$ cat src/rtl/ws_feeder_pkg.sv
// rtl/ws_feeder_pkg.sv - shared state encoding and sizing helper for the activation skew feeder
package ws_feeder_pkg;

  typedef enum logic [1:0] {
    IDLE   = 2'd0,
    STREAM = 2'd1,
    FLUSH  = 2'd2
  } feeder_state_e;

  function automatic int drain_cnt_w(input int rows);
    return (rows > 1) ? $clog2(rows) : 1;
  endfunction

endpackage

$ cat src/rtl/skew_delay_line.sv
// rtl/skew_delay_line.sv - DEPTH-stage {vld, data} shift register, data zeroed on bubbles
module skew_delay_line #(
  parameter int DEPTH = 1,
  parameter int WIDTH = 8
) (
  input  logic             clk,
  input  logic             rst,
  input  logic             vld_in,
  input  logic [WIDTH-1:0] data_in,
  output logic             vld_out,
  output logic [WIDTH-1:0] data_out
);

  logic [DEPTH-1:0] vld_q;
  logic [DEPTH-1:0] vld_d;
  logic [WIDTH-1:0] data_q [DEPTH];
  logic [WIDTH-1:0] data_d [DEPTH];

  always_comb begin
    vld_d[0]  = vld_in;
    // The array multiplies every cycle, so a bubble must carry zero, not stale data.
    data_d[0] = vld_in ? data_in : '0;
    for (int i = 1; i < DEPTH; i++) begin
      vld_d[i]  = vld_q[i-1];
      data_d[i] = data_q[i-1];
    end
  end

  always_ff @(posedge clk or posedge rst) begin
    if (rst) begin
      vld_q <= '0;
      for (int i = 0; i < DEPTH; i++) begin
        data_q[i] <= '0;
      end
    end else begin
      vld_q <= vld_d;
      for (int i = 0; i < DEPTH; i++) begin
        data_q[i] <= data_d[i];
      end
    end
  end

  assign vld_out  = vld_q[DEPTH-1];
  assign data_out = data_q[DEPTH-1];

endmodule

$ cat src/rtl/ws_act_skew_feeder.sv
// rtl/ws_act_skew_feeder.sv - diagonal-skew activation feeder with tile drain and done pulse
module ws_act_skew_feeder #(
  parameter int ROWS  = 4,
  parameter int WIDTH = 8
) (
  input  logic                  clk,
  input  logic                  rst,
  input  logic                  in_valid,
  output logic                  in_ready,
  input  logic                  in_last,
  input  logic [ROWS*WIDTH-1:0] in_data,
  output logic [ROWS*WIDTH-1:0] a_out,
  output logic [ROWS-1:0]       a_vld,
  output logic                  busy,
  output logic                  done
);
  import ws_feeder_pkg::*;

  localparam int CW = drain_cnt_w(ROWS);

  feeder_state_e state_q, state_d;
  logic [CW-1:0] cnt_q, cnt_d;
  logic          done_q, done_d;
  logic          accept;

  assign in_ready = (state_q != FLUSH);
  assign accept   = in_valid && in_ready;
  assign busy     = (state_q != IDLE);
  assign done     = done_q;

  always_comb begin
    state_d = state_q;
    cnt_d   = cnt_q;
    done_d  = 1'b0;
    case (state_q)
      IDLE, STREAM: begin
        if (accept) begin
          if (in_last) begin
            // A single-row array has no skew tail: the last beat is already on row 0.
            if (ROWS == 1) begin
              state_d = IDLE;
              done_d  = 1'b1;
            end else begin
              state_d = FLUSH;
              cnt_d   = CW'(ROWS - 1);
            end
          end else begin
            state_d = STREAM;
          end
        end
      end
      FLUSH: begin
        cnt_d = cnt_q - CW'(1);
        if (cnt_q == CW'(1)) begin
          state_d = IDLE;
          done_d  = 1'b1;
        end
      end
      default: begin
        state_d = IDLE;
        cnt_d   = '0;
      end
    endcase
  end

  always_ff @(posedge clk or posedge rst) begin
    if (rst) begin
      state_q <= IDLE;
      cnt_q   <= '0;
      done_q  <= 1'b0;
    end else begin
      state_q <= state_d;
      cnt_q   <= cnt_d;
      done_q  <= done_d;
    end
  end

  for (genvar r = 0; r < ROWS; r++) begin : g_row
    skew_delay_line #(
      .DEPTH(r + 1),
      .WIDTH(WIDTH)
    ) u_line (
      .clk     (clk),
      .rst     (rst),
      .vld_in  (accept),
      .data_in (in_data[r*WIDTH +: WIDTH]),
      .vld_out (a_vld[r]),
      .data_out(a_out[r*WIDTH +: WIDTH])
    );
  end

endmodule

$ cat config.mk
export PLATFORM = sky130hd
export DESIGN_NAME = ws_act_skew_feeder
export DESIGN_NICKNAME = d
export VERILOG_FILES = /design/src/rtl/ws_feeder_pkg.sv /design/src/rtl/skew_delay_line.sv /design/src/rtl/ws_act_skew_feeder.sv
export SDC_FILE = /design/constraint.sdc
export NUM_CORES = 1
export LEC_CHECK = 0
export CAP_MARGIN = 20
export CORE_MARGIN = 1.5
export CORE_UTILIZATION = 40
export DETAILED_ROUTE_END_ITERATION = 7
export PLACE_DENSITY_LB_ADDON = 0.12
export REMOVE_ABC_BUFFERS = 1
export SYNTH_ARGS = -nofsm -noshare
export SYNTH_HDL_FRONTEND = slang
export SYNTH_SLANG_ARGS = --single-unit
$ cat constraint.sdc
create_clock -name clk -period 6.1 [get_ports clk]
set_input_delay 1.525 -clock clk [delete_from_list [all_inputs] [get_ports clk]]
set_output_delay 1.525 -clock clk [all_outputs]
set_load 0.1 [all_outputs]
==> reports/results.tsv <==
stage	metric	value	unit
min_path	worst hold path depth	0	
sta	slew margin rel.	33.28	%
power	switch share	39.95	%
synthesis	top-count cell post-synth	dfrtp_1	
worst_setup_path	Worst R2R Path Depth	3	
finish	Synth-to-Final Area Change	35.87	%
job	Max-Cap Viols	0	
placed_design	Final HPWL DP	2713	um
cts	post_cts resized	0	
power	Pleak	1.751	nW
worst_setup_path	crit start category	register	
synthesis	Yosys warning total	0	
sta	Slew @ Worst Pin	0.9977	ns
cts	clock sink count	89	
synthesis	Synth Register Bits	89	
cts	clock buffer count from CTS	9	
placed_design	Port Buffers	74	
sta	clk_skew	0.007178	ns
global_routing	largest net degree at the start of global routing	51	
synthesis	Seq/Total Area, Yosys	85.13	%
finish	fin cells	308	
finish	area of the multi-input gates	291.5	um^2
power	Sw Pwr	0.0006382	W
synthesis	Synth top cells by count	89 x dfrtp_1, 32 x and3_1, 4 x buf_4, 4 x buf_6	
worst_setup_path	WP data arrival	2.08	ns
global_routing	grt total ovfl	0	
placed_design	gp weighted congestion	0.6487	
power	clock network fraction of design power	21.1	%
power	Flop pwr share	44.9	%
worst_setup_path	CP Class	reg -> out	
sta	RSZ-0062 raised after global routing	no	
drt	Initial DRC Count	61	
global_routing	vias in the first global route	1486	
finish	Antenna Diode Count	0	
sta	Peak Freq	277.4	MHz
synthesis	Distinct cells, synth	17	
synthesis	post-synth top area share	85.13	%
synthesis	post-synth top area cell	dfrtp_1	
finish	Final Core Density	55.98	%
floorplanning	die width	83.88	um
synthesis	gate count after technology mapping	150	
synthesis	EDFF count, synth	0	
synthesis	Main synth FF type	dfrtp_1	
worst_setup_path	CP Capture Type	output pin	
cts	H-tree levels	3	
sta	setup total negative slack	0	ns
sta	final setup vio count	0	
status	status	completed	
drt	DRC	0	
sta	Fin Hold WS	0.3469	ns
synthesis	Area contributors post-synth	dfrtp_1 85%, and3_1 7.7%, buf_6 1.7%, buf_4 1.1%, and2_1 0.48%	
drt	Antenna Nets Post-Route	0	
global_routing	initial antenna violation count	0	
power	Pint	0.0009592	W
floorplanning	initial core utilization	41.20	%
power	Pwr per Cell Area	449.4	nW/um^2
sta	crit path time final	3.604	ns
global_routing	first-pass GRT wire length	6982	um
cts	Reg clk slew, reported paths	0.08	ns
drt	via count	1362	
floorplanning	I/O pin cnt	75	
worst_setup_path	Crit Path Max Fanout	8	
cts	setup repair bufs after CTS	0	
sta	final period utilization	59.09	%
finish	layout cell share with drive strength beyond 1	8.658	%
synthesis	Syn Area/Cell	17.44	um^2
synthesis	Post-Syn Area	2616	um^2
drt	drt wl/cell	13.41	um
sta	final-report hold violation count	0	
cts	# hold bufs at CTS	0	
power	Comb power frac	34.0	%
finish	Reg area	2227	um^2
synthesis	asr flop ratio synth	100.0	%
worst_setup_path	WP data required	4.58	ns
placed_design	dpl cells	292	
drt	total wire length	4129	um
global_routing	GRT Resource Usage Total	13.33	%
floorplanning	die area	7035	um^2
drt	vias per inst	4.422	
power	Peak VDD IR	301.7	uV
floorplanning	row count	29	
finish	Layout fillers	505	
floorplanning	chip height	83.88	um
cts	clk root buf	clkbuf_8	
floorplanning	Placeable Area	6350	um^2
min_path	Hold/Removal Path Class	reg -> reg	
cts	worst skew pair latency	0.34	ns
finish	Layout Nets	263	
sta	pins over their slew limit	0	
cts	maximum buffer depth of the clock tree	2	
cts	CTS tree	yes	
drt	DRT Pass-1 Iters	4	
[sequential cells by signal (all words and copies together) (netlist names)]
name and cells:
cnt_q 2, done 1, g_row.u_line.data_d 48, g_row.u_line.data_out 32
g_row.u_line.vld_q 4, state_q 2
[cell type report]
cell class | instances | area share, %
Sequential cell | 89 | 62.65
Clock buffer | 9 | 3.485
Multi-Input combinational cell | 47 | 8.201
Timing Repair Buffer | 76 | 21.26
Clock inverter | 7 | 1.338
Inverter | 3 | 0.3520
Tap cell | 77 | 2.710
[cell usage in the layout, fill, tap and decap left out, drive strengths merged]
cell           netlist  final
a22oi                1      1
or2                  1      1
nor3                 1      1
buf                  8      2
ha                   1      1
and3                32     32
o21ai                1      1
o31a                 1      1
clkbuf               3      9
o22ai                1      1
nand2                1      1
inv                  3      2
and2                 2      2
nand2b               2      2
nor2                 3      3
dfrtp               89     89
clkdlybuf4s50        0     74
clkinv               0      6
clkinvlp             0      2
[final timing paths]
kind | startpoint | end | slack [ns]
worst min-delay path | g_row[3].u_line.data_d[20]$_DFF_PP0_ | g_row[3].u_line.data_d[12]$_DFF_PP0_ | 0.35
worst max-delay path | state_q[1]$_DFFE_PP0P_ | busy | 2.50
worst min register to register | g_row[3].u_line.data_d[20]$_DFF_PP0_ | g_row[3].u_line.data_d[12]$_DFF_PP0_ | 0.35
min in group asynchronous | rst | g_row[2].u_line.data_d[12]$_DFF_PP0_ | 1.59
worst max register to register | state_q[0]$_DFFE_PP0P_ | g_row[3].u_line.data_d[21]$_DFF_PP0_ | 4.91
max in group asynchronous | rst | g_row[2].u_line.vld_q[2]$_DFF_PP0_ | 3.48
[layer usage]
metal	share of wire (%)	global-route usage, %
met1	41	15.21
met2	47	20.01
met3	9.8	6.825
met4	2.4	8.048
met5	0	0
[critical path: stages (launching register included)]
cell and delay (ns):
dfrtp_1 0.46, or2_2 0.32, clkdlybuf4s50_1 0.97
[logic make-up after synthesis]
logic type	Yosys count	share of synthesized area [%]
adder cells (fa/ha/maj)	1	0.4782
AND/OR/NAND/NOR	42	9.612
buffers and inverters	14	3.730
flip-flops	89	85.13
AO/OA/AOI/OAI	4	1.052
[power groups by stage]
stage,Clock (W),Combinational (W),Sequential [W]
5_1_grt,0.000379,0.000564,0.000730
2_1_floorplan,0,0.000121,0.00100
4_1_cts,0.000351,0.000547,0.000720
3_3_place_gp,0,0.000540,0.000724
6_report,0.000337,0.000543,0.000718
3_5_place_dp,0,0.000546,0.000732
[stage by stage]
stage | setup WS, ns | area [um^2] | total power, W
floorplan | 2.268 | 2530 | 0.001123
global placement | 2.870 | 3383 | 0.001264
detailed placement | 2.817 | 3383 | 0.001278
CTS | 2.464 | 3555 | 0.001618
global route | 2.414 | 3555 | 0.001673
finish | 2.496 | 3555 | 0.001597
No activity file was read; power rests on OpenSTA's default activity.
